<file path="src/rtl/calcu16_pkg.sv">
// rtl/calcu16_pkg.sv - shared widths, opcodes and loader state encoding for the calcu16 core
package calcu16_pkg;

    localparam int INSTR_W = 26;
    localparam int ADDR_W  = 16;

    localparam logic [3:0] ADD   = 4'd1;
    localparam logic [3:0] ADDI  = 4'd2;
    localparam logic [3:0] JMP   = 4'd3;
    localparam logic [3:0] JEQ   = 4'd4;
    localparam logic [3:0] STORE = 4'd5;
    localparam logic [3:0] LOAD  = 4'd6;
    localparam logic [3:0] XOR   = 4'd7;
    localparam logic [3:0] AND   = 4'd8;

    typedef enum logic [2:0] {
        ST_IDLE,
        ST_LEN_HI,
        ST_LEN_LO,
        ST_DATA,
        ST_WRITE,
        ST_DONE
    } loader_state_t;

endpackage

</file>
<file path="src/rtl/byte_assembler.sv">
// rtl/byte_assembler.sv - packs big-endian bytes into 32-bit words, pulsing word_valid after the 4th byte
module byte_assembler (
    input  logic        clk,
    input  logic        rst_n,
    input  logic        clear,
    input  logic        byte_valid,
    input  logic [7:0]  byte_data,
    output logic [1:0]  byte_cnt,
    output logic [31:0] word,
    output logic        word_valid
);

    always_ff @(posedge clk or negedge rst_n) begin
        if (!rst_n) begin
            byte_cnt   <= 2'd0;
            word       <= 32'd0;
            word_valid <= 1'b0;
        end else begin
            word_valid <= byte_valid && (byte_cnt == 2'd3);
            if (clear) begin
                byte_cnt <= 2'd0;
            end else if (byte_valid) begin
                // counter wraps 3->0 so the next group starts cleanly
                byte_cnt <= byte_cnt + 2'd1;
                word     <= {word[23:0], byte_data};
            end
        end
    end

endmodule

</file>
<file path="src/rtl/prog_loader16.sv">
// rtl/prog_loader16.sv - length-prefixed byte-stream loader that fills instruction memory then releases the core
module prog_loader16 #(
    parameter int ADDR_W  = calcu16_pkg::ADDR_W,
    parameter int INSTR_W = calcu16_pkg::INSTR_W
) (
    input  logic               clk,
    input  logic               rst_n,
    input  logic               start,
    input  logic [7:0]         in_data,
    input  logic               in_valid,
    output logic               in_ready,
    output logic               mem_we,
    output logic [ADDR_W-1:0]  mem_addr,
    output logic [INSTR_W-1:0] mem_wdata,
    output logic               busy,
    output logic               done,
    output logic               err,
    output logic               core_run
);

    import calcu16_pkg::*;

    loader_state_t     state;
    loader_state_t     state_nxt;
    logic [7:0]        n_hi;
    logic [ADDR_W-1:0] n_words;
    logic [ADDR_W-1:0] idx;

    logic        xfer;
    logic        load_start;
    logic        asm_valid;
    logic [1:0]  byte_cnt;
    logic [31:0] asm_word;
    logic        asm_word_valid;
    logic        last_word;
    logic        unused_asm_hi;

    assign xfer       = in_valid && in_ready;
    assign load_start = start && ((state == ST_IDLE) || (state == ST_DONE));
    assign asm_valid  = xfer && (state == ST_DATA);
    assign last_word  = (idx == (n_words - ADDR_W'(1)));

    byte_assembler u_asm (
        .clk        (clk),
        .rst_n      (rst_n),
        .clear      (load_start),
        .byte_valid (asm_valid),
        .byte_data  (in_data),
        .byte_cnt   (byte_cnt),
        .word       (asm_word),
        .word_valid (asm_word_valid)
    );

    // the assembler holds the finished word through the WRITE cycle, so it feeds memory directly
    assign mem_we        = asm_word_valid;
    assign mem_addr      = idx;
    assign mem_wdata     = asm_word[INSTR_W-1:0];
    assign unused_asm_hi = ^asm_word[31:INSTR_W];

    always_comb begin
        state_nxt = state;
        case (state)
            ST_IDLE:   if (start) state_nxt = ST_LEN_HI;
            ST_LEN_HI: if (xfer) state_nxt = ST_LEN_LO;
            ST_LEN_LO: if (xfer) state_nxt = ({n_hi, in_data} == 16'd0) ? ST_DONE : ST_DATA;
            ST_DATA:   if (xfer && (byte_cnt == 2'd3)) state_nxt = ST_WRITE;
            ST_WRITE:  state_nxt = last_word ? ST_DONE : ST_DATA;
            ST_DONE:   if (start) state_nxt = ST_LEN_HI;
            default:   state_nxt = ST_IDLE;
        endcase
    end

    // status outputs are registered from the next state so they line up with it
    always_ff @(posedge clk or negedge rst_n) begin
        if (!rst_n) begin
            state    <= ST_IDLE;
            n_hi     <= 8'd0;
            n_words  <= '0;
            idx      <= '0;
            err      <= 1'b0;
            in_ready <= 1'b0;
            busy     <= 1'b0;
            done     <= 1'b0;
            core_run <= 1'b0;
        end else begin
            state    <= state_nxt;
            in_ready <= state_nxt inside {ST_LEN_HI, ST_LEN_LO, ST_DATA};
            busy     <= !(state_nxt inside {ST_IDLE, ST_DONE});
            done     <= (state_nxt == ST_DONE);
            core_run <= (state_nxt == ST_DONE);

            if (load_start) begin
                err <= 1'b0;
                idx <= '0;
            end
            if ((state == ST_LEN_HI) && xfer) begin
                n_hi <= in_data;
            end
            if ((state == ST_LEN_LO) && xfer) begin
                n_words <= ADDR_W'({n_hi, in_data});
            end
            if (asm_valid && (byte_cnt == 2'd0) && (in_data[7:2] != 6'd0)) begin
                err <= 1'b1;
            end
            if (state == ST_WRITE) begin
                idx <= idx + ADDR_W'(1);
            end
        end
    end

endmodule

</file>
<file path="config.mk">
export PLATFORM = sky130hd
export DESIGN_NAME = prog_loader16
export DESIGN_NICKNAME = d
export VERILOG_FILES = /design/src/rtl/calcu16_pkg.sv /design/src/rtl/byte_assembler.sv /design/src/rtl/prog_loader16.sv
export SDC_FILE = /design/constraint.sdc
export NUM_CORES = 1
export LEC_CHECK = 0
export ABC_CLOCK_PERIOD_IN_PS = 2300
export BUFFER_PORTS_ARGS = -buffer_cell sky130_fd_sc_hd__buf_2
export CAP_MARGIN = 20
export CORE_MARGIN = 2
export CORE_UTILIZATION = 45
export DETAILED_ROUTE_END_ITERATION = 8
export HOLD_SLACK_MARGIN = 0.05
export PLACE_DENSITY_LB_ADDON = 0.1
export SYNTH_ARGS = -nofsm -noshare
export SYNTH_HDL_FRONTEND = slang
export SYNTH_SLANG_ARGS = --single-unit
export TNS_END_PERCENT = 20
</file>
<file path="constraint.sdc">
create_clock -name clk -period 2.3 [get_ports clk]
set_input_delay 0.46 -clock clk [delete_from_list [all_inputs] [get_ports clk]]
set_output_delay 0.46 -clock clk [all_outputs]
set_load 0.02 [all_outputs]
</file>
# Word-level counts from Yosys, hierarchy flattened
# Cells that the tools add are included.
[word_totals]
register_bits = 76
latchBits = 0
ramBits = 0
mem_bits_ro = 0
inputBits = 12
output_inout_bits = 48
word_cells = 62
mem_count = 0
[op_classes]
addsub = 3
n_mul = 0
div = 0
order_cmp = 0
n_eq_ne = 11
n_shift = 0
muxes = 13
bitwise_logic = 1
reduce_logical = 23
[ops]
columns = ["operator", "count"]
rows = [
  ["two-way mux 16 bit", 2],
  ["two-way mux 3 bit", 6],
  ["adder 16 x 1 -> 16 bit (second input constant)", 1],
  ["== test 16 bit", 1],
  ["zero test 16 bit", 1],
  ["subtractor 16 x 1 -> 16 bit (second input constant)", 1],
  ["case mux 3 bit (5 select lines)", 1],
  ["== test 3 x 2 -> 1 bit (second input constant)", 4],
  ["== test 3 bit (second input constant)", 3],
  ["logical AND 1 bit", 9],
  ["nonzero test 2 bit", 4],
  ["== test 3 x 1 -> 1 bit (second input constant)", 2],
  ["zero test 3 bit", 2],
  ["nonzero test 6 bit", 1],
  ["two-way mux 2 bit", 2],
  ["nonzero test 3 bit", 1],
  ["adder 2 x 1 -> 2 bit (second input constant)", 1],
  ["== test 2 bit (second input constant)", 1],
  ["zero test 2 bit", 1],
  ["two-way mux 1 bit", 2],
  ["AND reduction 2 bit", 1],
  ["OR reduction 2 bit", 1],
  ["zero test 1 bit", 1],
  ["logical OR 1 bit", 1],
  ["inverter 1 bit", 1],
]

# Longest topological paths before layout
[depth]
depth_word = 7
mapped_depth = 8
ltp_nobuf = 8

# Modules after synthesis
# A second synthesis with hierarchy kept.
[hier_totals]
cells_unflattened = 358
hier_area_um2 = 4242.8
[modules_own_cells]
columns = ["mod", "n_inst", "cells_per_inst", "area_each_um2", "seq_area_each_um2"]
rows = [
  ["prog_loader16", 1, 280, 2762.6, 1176.1],
  ["byte_assembler", 1, 78, 1480.2, 875.8],
]

# Least setup slack after synthesis
# No wires, ideal clock.
[synth_path]
kind = "reg2reg"
startpoint = "register n_words[0]"
endpoint = "register in_ready"
setup_ps = 120
t_arrival_ps = 2270
t_required_ps = 2180
setup_slack_ps = -89
stages_incl_launch_ff = 9
path_buffers = 0
period_less_slack_ps = 2389
cell_sequence = "dfrtp_1 -> inv_1 -> ha_1 -> nor4b_1 -> nand4_1 -> xnor2_1 -> nand3_2 -> or4_4 -> and3_1"
[synth_between]
elab_chain_len = 6
elab_cells_between_ends = 8
cone_classes = "add/sub (1); eq/ne (4); mux (2); reduce/logical (1)"
[synth_lines]
columns = ["element", "line_no", "rtl"]
rows = [
  ["start: declaration", "prog_loader16.sv:26", "logic [ADDR_W-1:0] n_words;"],
  ["start signal: assignment", "prog_loader16.sv:100", "n_words <= ADDR_W'({n_hi, in_data});"],
  ["subtractor 16 x 1 -> 16 bit (*)", "prog_loader16.sv:41", "assign last_word = (idx == (n_words - ADDR_W'(1)));"],
  ["== test 16 bit (*)", "prog_loader16.sv:41", ""],
  ["two-way mux 3 bit (*)", "prog_loader16.sv:67", "ST_WRITE: state_nxt = last_word ? ST_DONE : ST_DATA;"],
  ["case mux 3 bit (5 select lines) (*)", "prog_loader16.sv:62", "case (state)"],
  ["== test 3 x 1 -> 1 bit / == test 3 x 2 -> 1 bit (equally long branches)", "prog_loader16.sv:87", "in_ready <= state_nxt inside {ST_LEN_HI, ST_LEN_LO, ST_DATA};"],
  ["nonzero test 3 bit (*)", "prog_loader16.sv:87", ""],
  ["end signal: assignment", "prog_loader16.sv:87", ""],
  ["end: declaration", "prog_loader16.sv:11", "output logic in_ready,"],
]
# Mark *: on every way between the ends. The rest lies on a longest branch, timed or not.
# A chain may end at the register's enable or synchronous reset.

# Worst setup path after layout
# Same ends and word-level chain as after synthesis.

==> flow_summary.yaml <==
clocking:
  cts_tree: "built"
  clk_path_buf_depth: 2
  cts_sinks: 76
  htreeDepth: 3
  cts-root-buf: "clkbuf_8"
  cts_buffers: 9
  clkTransAtPathRegs_ns: 0.09
  clk_latency_ns: 0.34
floorplanning:
  die_w_um: 95.2
  fp-row-count: 33
  core_area_mm2: 0.00813
  io_pins: 60
  die_h_um: 95.2
  start_util: 0.460
  dieArea_mm2: 0.00906
global_route:
  grt_antenna_before_repair: 0
  grt_max_degree: 54
  grt_pass1_wl_um: 13100
  grt_pass1_vias: 2669
  track_usage: 0.189
  overflow: 0
synthesis:
  ys_seq_elements: 76
  synth_top_cells_by_count: "dfrtp_1 (76), mux2_2 (50), nand2_1 (35), xnor2_1 (13), mux2i_1 (12)"
  synth_fp_nets: 346
  ys_types: 49
  synth.area.top_cells: "dfrtp_1 (51%), mux2_2 (15%), nand2_1 (3.5%)"
  synth-async-reset-ratio: 1.00
  yosysMostFrequentCell: "dfrtp_1"
  synth.yosys.seq_area_share: 0.508
  syn_inst: 330
  synth_area_leader_cell: "dfrtp_1"
  synth_warnings: 0
  ys.flop_type: "dfrtp_1"
  synth.avg_cell_area_um2: 11.3
  synth_area_mm2: 0.00374
  synth_top_area_share: 0.508
  synth_edf_count: 0
power_and_ir_drop:
  power_density_mw_per_mm2: 1380
  ir_drop_uv: 657
  p_leak_nw: 2.12
sta:
  rsz0062_at_grt: "true"
  finalCritPeriodShare: 1.01
  setup_viol_count_final: 1
  tightestPinTransition_ns: 0.506
  fmax_ghz: 0.431
  slew_headroom: 0.660
  fin_crit_ns: 2.32
  fin_worst_skew_ns: 0.0118
  finalMaxSlewViolations: 0
  fin_ws_ns: -0.0208
  whs_ns: 0.411
  hold_violations: 0
setup_path:
  end_kind: "register"
  crit_fanout: 4
  critical_path_class: "register to register"
  cp.arrival_ns: 2.56
  start_kind: "register"
  crit_required_ns: 2.53
  reg2reg_slack_ns: -0.02
run_status:
  outcome: "finished, violations left"
  violations: "negative setup slack"
drt:
  num_vias: 2770
  vias_per_cell: 5.36
  firstDrtPassIters: 4
  drtIter0Drc: 134
  wl_per_cell_um: 15.6
  postRouteWirelength_um: 8070
  antenna_left: 0
  drc_errors: 0
run:
  drv_cap: 0
placed_design:
  place_area_mm2: 0.00427
  gp_congestion: 0.874
  dpl.cell_count: 500
  io_buffer_count: 59
  place_hpwl_um: 5890
finish:
  num_antenna_cells: 0
  instances_no_fill: 517
  area_growth_pct: 21.1
  drive_gt1_frac: 0.383
  final_design_area_no_fill_mm2: 0.00453
  fill_cells: 712
  final_nets: 424
min_path:
  hp-class: "input port to register"
==> through the flow <==
stage / TNS, ns / total power [mW] / util / setup WS [ns]
after floorplan: 0 / 4.28 / - / 0.0182
after global placement: 0 / 5.11 / 0.525 / 0.00830
after detailed placement: -0.0273 / 5.17 / 0.525 / -0.0273
after CTS: -0.0129 / 6.28 / 0.555 / -0.0129
after global routing: -0.206 / 6.69 / 0.557 / -0.148
final: -0.0208 / 6.25 / 0.557 / -0.0208
==> cell usage in the layout, fill, tap and decap left out, types with 9 or more instances in the layout <==
master    netlist  layout
buf_4           1      20
mux2i_1        12      12
nand2_1        35      35
buf_2           1      58
xnor2_1        13      13
inv_1          11      11
mux2_2         50      50
o21ai_0        11      11
nand3_1         9       9
clkbuf_8        0       9
and3_1         10       9
dfrtp_1        76      76
==> timing repair <==
| action | in CTS | in global routing |
|---|---|---|
| pin swaps | 3 | 0 |
| endpoints found under the setup margin | 1 | 2 |
| setup buffers | 1 | 0 |
| hold buffers | 1 | 0 |
| gates resized for setup | 5 | 2 |
| hold endpoints to repair | 23 | 0 |
==> cells by family after synthesis <==
kind of cell	count (synthesis)	synth area share
AO/OA/AOI/OAI	37	0.0645
multiplexers	62	0.183
buffers and inverters	24	0.0274
AND/OR/NAND/NOR	108	0.159
adder cells (fa/ha/maj)	4	0.0134
XOR/XNOR	19	0.0445
flip-flops	76	0.508
==> report_power, final <==
part | switching [mW] | internal, mW | total (mW)
sequential | 0.530 | 1.91 | 2.44
combinational | 1.44 | 1.34 | 2.78
clock | 0.525 | 0.505 | 1.03
total | 2.50 | 3.75 | 6.25
==> worst paths after layout <==
path	start	cells past startpoint	end
min	in_data[3]	2	n_words[3]
min reg2reg	err	1	err
max in group asynchronous	rst_n	3	n_words[1]
max	n_words[0]	6	in_ready
max reg2reg	n_words[0]	6	in_ready
min in group asynchronous	rst_n	2	mem_addr[12]
==> registers in the layout, indices dropped and copies added, names as in the netlist, 2 cells and up <==
register        flops
mem_addr           16
n_hi                8
n_words            16
state               3
u_asm.byte_cnt      2
u_asm.word         26
==> worst max-delay path: stages, from the launching register on <==
cell and delay (ns):
dfrtp_1 0.41, or4_4 0.59, nor3_2 0.15, and4_1 0.23, o2111ai_2 0.13, or4_4 0.53
and3_4 0.18
==> per-layer routing <==
metal,vias to the layer above,part of all wire,track usage
li1,1339,-,-
met4,0,0.014,0.0725
met3,8,0.039,0.0387
met5,-,0,0
met1,1365,0.47,0.252
met2,58,0.48,0.302
==> cell type report <==
type                       count  area [um2]  area share
multi-input combinational    230        1790       0.395
tap                          105         131      0.0290
timing repair buffer          80         470       0.104
clock buffer                   9         124      0.0273
inverter                      11        41.3     0.00911
sequential                    76        1900       0.420
clock inverter                 6        71.3      0.0157
No activity file was read; power rests on OpenSTA's default activity.
